$ cat src/rtl/buffer_pipe.sv
// buffer_pipe: WIDTH-bit, DEPTH-stage registered delay line with per-stage valid, stall, flush
// and occupancy. Define BUFFER_PWR_CNT_EN to add the saturating output rising-edge counter.
module buffer_pipe #(
  parameter int unsigned WIDTH = 4,
  parameter int unsigned DEPTH = 3
`ifdef BUFFER_PWR_CNT_EN
  ,
  parameter int unsigned CNT_W = 16
`endif
) (
  input  logic                       clk,
  input  logic                       reset_n,
  input  logic                       in_valid,
  input  logic [WIDTH-1:0]           in_data,
  input  logic                       stall,
  input  logic                       flush,
  output logic                       out_valid,
  output logic [WIDTH-1:0]           out_data,
  output logic [$clog2(DEPTH+1)-1:0] occupancy
`ifdef BUFFER_PWR_CNT_EN
  ,
  output logic [CNT_W-1:0]           pwr_cnt
`endif
);

  localparam int unsigned OccW = $clog2(DEPTH + 1);

  logic [WIDTH-1:0] data_q [DEPTH];
  logic [DEPTH-1:0] valid_q;
  logic             shift_en;

  assign shift_en = !stall && !flush;

  // Flush clears only the valid bits; data is left alone to avoid spurious toggles.
  always_ff @(posedge clk or negedge reset_n) begin
    if (!reset_n) begin
      for (int k = 0; k < DEPTH; k++) begin
        data_q[k] <= '0;
      end
      valid_q <= '0;
    end else if (flush) begin
      valid_q <= '0;
    end else if (!stall) begin
      data_q[0]  <= in_data;
      valid_q[0] <= in_valid;
      for (int k = 1; k < DEPTH; k++) begin
        data_q[k]  <= data_q[k-1];
        valid_q[k] <= valid_q[k-1];
      end
    end
  end

  assign out_valid = valid_q[DEPTH-1];
  assign out_data  = data_q[DEPTH-1];

  always_comb begin
    occupancy = '0;
    for (int k = 0; k < DEPTH; k++) begin
      occupancy = occupancy + OccW'(valid_q[k]);
    end
  end

`ifdef BUFFER_PWR_CNT_EN
  localparam int unsigned RiseW = $clog2(WIDTH + 1);
  localparam int unsigned SumW  = CNT_W + RiseW;

  logic [WIDTH-1:0] out_nxt;
  logic [WIDTH-1:0] rise;
  logic [RiseW-1:0] rise_cnt;
  logic [SumW-1:0]  sum;
  logic [CNT_W-1:0] cnt_max;
  logic [CNT_W-1:0] cnt_d;
  logic [CNT_W-1:0] cnt_q;

  // Value the last stage will load on this edge when shifting.
  if (DEPTH == 1) begin : g_nxt_in
    assign out_nxt = in_data;
  end else begin : g_nxt_stage
    assign out_nxt = data_q[DEPTH-2];
  end

  assign cnt_max = '1;

  always_comb begin
    rise     = shift_en ? (~data_q[DEPTH-1] & out_nxt) : '0;
    rise_cnt = '0;
    for (int i = 0; i < WIDTH; i++) begin
      rise_cnt = rise_cnt + RiseW'(rise[i]);
    end
    sum   = SumW'(cnt_q) + SumW'(rise_cnt);
    cnt_d = (sum > SumW'(cnt_max)) ? cnt_max : sum[CNT_W-1:0];
  end

  always_ff @(posedge clk or negedge reset_n) begin
    if (!reset_n) begin
      cnt_q <= '0;
    end else begin
      cnt_q <= cnt_d;
    end
  end

  assign pwr_cnt = cnt_q;
`endif

endmodule

$ cat config.mk
export PLATFORM = sky130hd
export DESIGN_NAME = buffer_pipe
export DESIGN_NICKNAME = d
export VERILOG_FILES = /design/src/rtl/buffer_pipe.sv
export SDC_FILE = /design/constraint.sdc
export NUM_CORES = 1
export LEC_CHECK = 0
export CORE_MARGIN = 2
export CORE_UTILIZATION = 41
export DETAILED_ROUTE_END_ITERATION = 16
export PLACE_DENSITY = 0.71
export SLEW_MARGIN = 20
export SYNTH_ARGS = -nofsm -noshare
export SYNTH_HDL_FRONTEND = slang
export SYNTH_SLANG_ARGS = --single-unit
$ cat constraint.sdc
create_clock -name clk -period 1.13 [get_ports clk]
set_input_delay 0.339 -clock clk [delete_from_list [all_inputs] [get_ports clk]]
set_output_delay 0.339 -clock clk [all_outputs]
set_load 0.005 [all_outputs]
==> results of run 1 <==
## per-stage QoR
stage          setup WS, ns  hold WS (ns)
4_1_cts              -0.533         0.390
2_1_floorplan        -0.141        0.0434
3_5_place_dp         -0.634         0.488
5_1_grt              -0.549         0.396
3_3_place_gp         -0.613         0.489
6_report             -0.506         0.384
## cell type report
type                       count  area, um2
sequential                    15        375
fill                         136        613
clock inverter                 1       5.00
timing repair buffer          28        230
tap                           16       20.0
clock buffer                   3       22.5
multi-input combinational     20        240
## state kept, by name (all words and copies together), names as in the netlist
signal and cells:
out_data 4, data_q 8, valid_q 3
## report_power, final
group	switching [W]	internal (W)
registers	0.0000534	0.000643
logic	0.0000999	0.000270
clock network	0.000165	0.000131
## worst reg2reg max path: stages, from the launching register on
cell and delay [ns]:
dfrtp_1 0.38, buf_4 0.13, buf_4 0.12, mux2_4 0.25
## how the worst max path moves through the flow
| stage | start | endpoint | slack [ns] | cells after the start |
|---|---|---|---|---|
| 6_report | valid_q[0] | occupancy[0] | -0.51 | 2 |
| 5_1_grt | valid_q[0] | occupancy[0] | -0.55 | 2 |
| 4_1_cts | valid_q[2] | occupancy[1] | -0.53 | 2 |
| 3_5_place_dp | valid_q[1] | occupancy[0] | -0.63 | 2 |
| 3_3_place_gp | valid_q[1] | occupancy[0] | -0.61 | 2 |
| 2_1_floorplan | valid_q[1] | occupancy[0] | -0.14 | 1 |
## logic make-up (layout without fill, tap and decap cells)
family / Yosys count / count (layout)
multiplexers: 15 / 15
flip-flops: 15 / 15
buffers and inverters: 5 / 32
AND/OR/NAND/NOR: 4 / 4
adder cells (fa/ha/maj): 1 / 1
## metal layers
metal,vias to the layer above,track usage (%)
met5,-,0
met4,0,1.82
met3,0,3.67
met2,7,19.7
met1,188,18.5
li1,186,-
## cells in the final DEF (no fill, tap or decap)
master / n
buf_2: 5
mux2_2: 2
buf_12: 1
mux2i_1: 3
clkbuf_4: 3
nor2_1: 3
clkinv_2: 1
mux2_4: 10
clkbuf_2: 2
dfrtp_1: 15
buf_4: 10
clkdlybuf4s50_1: 6
buf_6: 2
nor2_2: 1
dlygate4sd2_1: 2
fa_1: 1
## repair_timing
item | CTS | global route
resized for setup | 27 | 3
pin swaps | 2 | 1
buffers inserted | 3 | 0
setup endpoints to repair | 19 | 7
==> results.cfg, run 1 <==
[status]
status = complete, but fails checks
violations = negative setup slack

[synth]
synth_edf_count = 0
synth_commonest_cells = dfrtp_1 (15), mux2_4 (10), buf_4 (4), mux2i_1 (3), nor2_1 (3)
synth-xor-area-share_pct = 0
synth.top_cell.area_share_pct = 57.1
synthMuxAreaShare_pct = 30.9
async_reset_ff_share_pct = 100
synth_compound_area_share_pct = 0
synthAdderAreaFrac_pct = 3.05
synth_area_leaders = dfrtp_1 (57%), mux2_4 (23%), mux2i_1 (4.6%)
synth_area_um2 = 657
yosysUniqueCellTypes = 9
synth_ff_type = dfrtp_1
synth_cells = 40
synth_seq_area_share_pct = 57.1
syn_nets = 50
synthSimpleGateAreaFrac_pct = 2.67
yosys_register_bits = 15
yosys_warnings = 0
yosysTopAreaCell = dfrtp_1
syn_avg_cell_area_um2 = 16.4
synth.most_common_cell = dfrtp_1
synth_top_family_by_area = multiplexers

[placed_design]
hpwl_um = 761
port_buffers = 15
gp_congestion = 0.717
placed_cells = 76
place_area_um2 = 873

[cells_and_area]
drive_gt1_share_pct = 55.2
syn_to_final_growth_pct = 36.0
final-instance-count-excl-fill = 83
n_antenna_cell = 0
final_util_pct = 59.3
fin_area_um2 = 893
finalNetCount = 78

[worst_setup_path]
cp.required_ns = 0.79
crit_path_max_fanout = 2
path_buf_inv = 1
cpMaxStageDelayCell = fa_1
ff2ff_setup_slack_ns = 0.15
start_kind = flop
critPathCaptureType = output pin
cpLargestDelayFamily = adder cells
rr_startpoint = out_data[3]
r2r_end = out_data[3]
cp.arrival_ns = 1.30
crit_path_max_incr_delay_ns = 0.52
path_cells = fa_1, buf_2
critPathKind = flop to output pin
rr_worst_depth = 3

[min_path]
hold_class = input pin to asynchronous set/reset pin

[floorplanning]
core_area_um2 = 1510
io_pins = 16
fp.dieH_um = 44.0
initial_utilization_pct = 43.6
die_w_um = 44.0
die_area_um2 = 1940
std_cell_rows = 14

[drt]
met1Wirelength_um = 453
met2WireLength_um = 510
first_iter_violations = 4
met3WireLength_um = 37
drt-total-wl_um = 1000
ant_nets = 0
vias_per_cell = 4.59
top_layer = met3
first_pass_iters = 2
vias = 381
drc = 0
wl_per_cell_um = 12.1

[grt]
track_usage_pct = 12.8
grt_pass1_vias = 399
grt_overflow_total = 0
grt_pass1_wl_um = 1800
grt_max_degree = 16
grt_antenna_before_repair = 0

[clocking]
clock_latency_ns = 0.28
cts_tree = done
clock_path_buffers = 2
cts_root_buf = clkbuf_4
path_clk_slew_ns = 0.10
h-tree-depth = 1
cts_sinks = 15
numCtsBuffers = 3
ctsHoldBuffers = 0

[pwr]
p_leak_nw = 0.455
vdd_drop_max_mv = 0.908
power_density_nw_per_um2 = 1530
p_total_w = 0.00136

[timing]
rsz0062_at_grt = yes
finClkSkew_ns = 0.0117
finalCritPeriodShare_pct = 145
slew_headroom_pct = 89.0
max_freq_mhz = 611
min_period_ns = 1.64
drv_slew = 0
setup_viol = 3
max_slew.worst_pin.slew_ns = 0.160
layout_setup_ws_ns = -0.506
hold_viol_final = 0
tns_ns = -1.03

[flow_run]
maxCapViolations = 0
No activity file was read; power rests on OpenSTA's default activity.
==> run 2: changes to the inputs <==
Settings changed: CORE_UTILIZATION 41 to 44, PLACE_DENSITY 0.71 to 0.72, SKIP_LAST_GASP set to 1.
Clock period 1.13 ns to 1.7 ns, I/O delays scaled along.
==> results.cfg, run 2 (same netlist as run 1, synthesis figures left out) <==
[worst_setup_path]
cp.required_ns = 1.19
cp.arrival_ns = 1.36
r2r_end = valid_q[0]
cp-endpoint = occupancy[0]
ff2ff_setup_slack_ns = 0.63
crit_path_max_incr_delay_ns = 0.57
cpMaxStageDelayCell = fa_2
path_cells = fa_2, buf_2
critPathCaptureType = output pin
crit_path_max_fanout = 2
rr_startpoint = valid_q[0]
cp-startpoint = valid_q[0]
rr_worst_depth = 5
critPathKind = flop to output pin
start_kind = flop

[timing]
max_freq_mhz = 534
layout_setup_ws_ns = -0.171
min_period_ns = 1.87
finClkSkew_ns = 0.00956
worst_hold_slack_ns = 0.520
hold_viol_final = 0
finalCritPeriodShare_pct = 110
setup_viol = 2
slew_headroom_pct = 87.5
drv_slew = 0
rsz0062_at_grt = yes
max_slew.worst_pin.slew_ns = 0.188

[placed_design]
port_buffers = 15
dp_worst_setup_slack_ns = -0.262
gp_congestion = 0.667
hpwl_um = 950

[clocking]
numCtsBuffers = 3
cts_sinks = 15
path_clk_slew_ns = 0.08
cts_tree = done
h-tree-depth = 1
cts_root_buf = clkbuf_4
clock_path_buffers = 2
clock_latency_ns = 0.28

[drt]
first_pass_iters = 4
ant_nets = 0
vias = 403
wl_per_cell_um = 16.3
vias_per_cell = 4.86
drc = 0
drt-total-wl_um = 1350
first_iter_violations = 6

[grt]
grt_antenna_before_repair = 0
grt_overflow_total = 0
grt_pass1_vias = 467
track_usage_pct = 17.1
grt_pass1_wl_um = 2150
grt_max_degree = 16

[min_path]
hold_depth = 1
hold_class = flop to flop
min_from = data_q[10]

[floorplanning]
fp.dieH_um = 42.6
core_area_um2 = 1350
initial_utilization_pct = 48.7
die_area_um2 = 1820
std_cell_rows = 13
die_w_um = 42.6
io_pins = 16

[pwr]
vdd_drop_max_mv = 0.539
power_density_nw_per_um2 = 1040
p_leak_nw = 0.483
p_total_w = 0.000957

[cells_and_area]
n_antenna_cell = 0
syn_to_final_growth_pct = 40.0
final_util_pct = 68.1
largest_register_ffs = 8
layout_commonest_cell = dfrtp_1
regMostFlops = data_q
finalNetCount = 79
drive_gt1_share_pct = 50.0
fillCellCount = 94
layout_common_cells = dfrtp_1 (15), buf_4 (13), mux2_4 (10)

[flow_run]
maxCapViolations = 0

[status]
status = complete, but fails checks
violations = negative setup slack
-- run 2: cell count changes in the layout (fill, tap and decap cells not counted), sizes merged --
cell,delta
dlymetal6s2s,+3
buf,-2
clkbuf,-2
clkdlybuf4s50,+3
dlygate4sd2,-1
-- run 2: critical path: cells and delay by family, from the launching register on --
family | cells | cell delay [ns]
DFF | 1 | 0.41
adders and majority gates | 1 | 0.57
buffers and inverters | 1 | 0.11
-- run 2: timing repair --
action	CTS	global route
cloned	0	0
buffers inserted	4	4
hold buffers	0	0
pin swaps	1	0
gates resized for setup	11	3
setup endpoints to repair	4	6
-- run 2: stage by stage --
| stage | cell area [um2] | TNS [ns] | instances |
|---|---|---|---|
| floorplan | 657 | 0 | 40 |
| global placement | 830 | -0.343 | 71 |
| detailed placement | 830 | -0.514 | 71 |
| CTS | 882 | -0.220 | 79 |
| global route | 920 | -0.313 | 83 |
| finish | 920 | -0.184 | 83 |
-- run 2: worst min-delay path by stage --
stage	endpoint	slack, ns
2_1_floorplan	data_q[10]	0.21
3_3_place_gp	data_q[5]	0.49
3_5_place_dp	data_q[5]	0.50
4_1_cts	data_q[6]	0.52
5_1_grt	out_data[3]	0.51
6_report	data_q[6]	0.52
-- run 2: layout make-up --
| class | count | area [um2] | share of cell area (%) |
|---|---|---|---|
| flip-flops and latches | 15 | 375 | 40.8 |
| repair buffers | 29 | 255 | 27.8 |
| multi-input cells | 20 | 243 | 26.4 |
| clock buffers | 3 | 22.5 | 2.45 |
| well taps | 15 | 18.8 | 2.04 |
| clock inverters | 1 | 5.00 | 0.544 |
-- run 2: power by group --
group	internal [W]	switching, W	total [W]	leakage (nW)
Combinational	0.000204	0.0000794	0.000283	0.283
Sequential	0.000428	0.0000459	0.000474	0.183
Clock	0.0000873	0.000113	0.000200	0.0177
Total	0.000719	0.000238	0.000957	0.483
-- run 2: per-layer routing --
| metal | routed length (um) | track usage [%] | share of wire (%) | up-vias |
|---|---|---|---|---|
| li1 | - | - | - | 187 |
| met1 | 512 | 16.6 | 38 | 202 |
| met2 | 777 | 30.0 | 57 | 12 |
| met3 | 57 | 7.33 | 4.2 | 2 |
| met4 | 7 | 9.38 | 0.52 | 0 |
| met5 | 0 | 0 | 0 | - |
==> run 3: changes to the inputs <==
Settings changed: PLACE_DENSITY 0.72 to 0.69.
==> results.cfg, run 3 (same netlist as run 1, synthesis figures left out) <==
[floorplanning]
die_area_um2 = 1820
std_cell_rows = 13
die_w_um = 42.6
fp.dieH_um = 42.6
io_pins = 16
core_area_um2 = 1350
initial_utilization_pct = 48.7

[grt]
grt_pass1_vias = 430
grt_max_degree = 16
grt_overflow_total = 0
grt_pass1_wl_um = 1980
grt_antenna_before_repair = 0
track_usage_pct = 15.1

[worst_setup_path]
rr_worst_depth = 3
cp.arrival_ns = 1.37
ff2ff_setup_slack_ns = 0.82
crit_path_max_fanout = 2
critPathCaptureType = output pin
path_cells = fa_2, buf_2
crit_path_max_incr_delay_ns = 0.57
rr_startpoint = valid_q[2]
cpMaxStageDelayCell = fa_2
r2r_end = valid_q[2]
cp.required_ns = 1.19
critPathKind = flop to output pin
start_kind = flop

[clocking]
h-tree-depth = 1
clock_path_buffers = 2
cts_tree = done
cts_root_buf = clkbuf_4
numCtsBuffers = 3
cts_sinks = 15
clock_latency_ns = 0.28
path_clk_slew_ns = 0.09

[pwr]
vdd_drop_max_mv = 0.673
power_density_nw_per_um2 = 1060
p_leak_nw = 0.410

[timing]
finalCritPeriodShare_pct = 110
tns_ns = -0.200
min_period_ns = 1.88
setup_viol = 2
max_freq_mhz = 533
drv_slew = 0
hold_viol_final = 0
rsz0062_at_grt = yes
finClkSkew_ns = 0.00366
max_slew.worst_pin.slew_ns = 0.223
layout_setup_ws_ns = -0.178
slew_headroom_pct = 85.1

[flow_run]
maxCapViolations = 0

[placed_design]
placed_cells = 69
dp_worst_setup_slack_ns = -0.258
place_area_um2 = 815
gp_congestion = 0.715
port_buffers = 15
hpwl_um = 834

[cells_and_area]
finalNetCount = 71
layout_commonest_cell = dfrtp_1
final_util_pct = 62.7
regMostFlops = data_q
drive_gt1_share_pct = 41.7
syn_to_final_growth_pct = 29.0
largest_register_ffs = 8
final-instance-count-excl-fill = 75
n_antenna_cell = 0
layout_common_cells = dfrtp_1 (15), clkdlybuf4s50_1 (12), mux2_4 (10)
fin_area_um2 = 847

[drt]
first_iter_violations = 2
wl_per_cell_um = 14.6
ant_nets = 0
drt-total-wl_um = 1100
vias = 371
vias_per_cell = 4.95
drc = 0
first_pass_iters = 2

[min_path]
hold_depth = 1
min_delay_worst_endpoint = out_data[1]
hold_class = flop to flop
min_from = out_data[1]

[status]
status = complete, but fails checks
violations = negative setup slack
==> run 3: cell count changes in the layout (fill, tap and decap cells not counted), sizes merged <==
| cell | previous run | this run |
|---|---|---|
| buf | 16 | 8 |
| clkbuf | 3 | 4 |
| clkdlybuf4s50 | 9 | 12 |
| clkinv | 1 | 0 |
| dlymetal6s2s | 3 | 0 |
==> run 3: layer usage <==
metal  part of all wire, %  vias to the layer above  routed length, um  track usage [%]
li1                      -                      174                  -                -
met1                    43                      183                474             17.6
met2                    50                       14                550             25.2
met3                   6.5                        0                 71             6.90
met4                     0                        0                  0             3.75
met5                     0                        -                  0                0
==> run 3: what timing repair did <==
item / CTS / global route
gates resized for setup: 10 / 0
setup buffers: 2 / 0
pin swaps: 1 / 1
endpoints found under the setup margin: 3 / 2
hold buffers: 0 / 0
==> run 3: layout make-up <==
type,count,area [um2]
timing repair buffer,21,184
fill,105,503
tap,15,18.8
sequential,15,375
clock buffer,4,26.3
multi-input combinational,20,243
==> run 3: how the worst max path moves through the flow <==
| stage | startpoint | endpoint | slack, ns | cells past startpoint |
|---|---|---|---|---|
| finish | valid_q[2] | occupancy[0] | -0.18 | 2 |
| global route | valid_q[2] | occupancy[0] | -0.21 | 2 |
| CTS | valid_q[1] | occupancy[0] | -0.18 | 2 |
| detailed placement | valid_q[2] | occupancy[0] | -0.26 | 2 |
| global placement | valid_q[2] | occupancy[0] | -0.22 | 2 |
| floorplan | valid_q[2] | occupancy[0] | 0.24 | 1 |
==> run 3: worst max-delay path, delay by kind of cell (launching register included) <==
family     cells  cell delay, ns
flops          1            0.42
buf+inv        1            0.11
fa+ha+maj      1            0.57
==> run 3: report_power, final <==
part	switching [W]	internal, W
logic	0.0000569	0.000168
clock network	0.000111	0.0000909
registers	0.0000418	0.000428
==> run 3: metrics by stage <==
| stage | total power [W] | hold WS [ns] |
|---|---|---|
| 6_report | 0.000896 | 0.519 |
| 5_1_grt | 0.000943 | 0.540 |
| 4_1_cts | 0.000904 | 0.522 |
| 3_5_place_dp | 0.000705 | 0.495 |
| 3_3_place_gp | 0.000693 | 0.492 |
| 2_1_floorplan | 0.000625 | 0.214 |
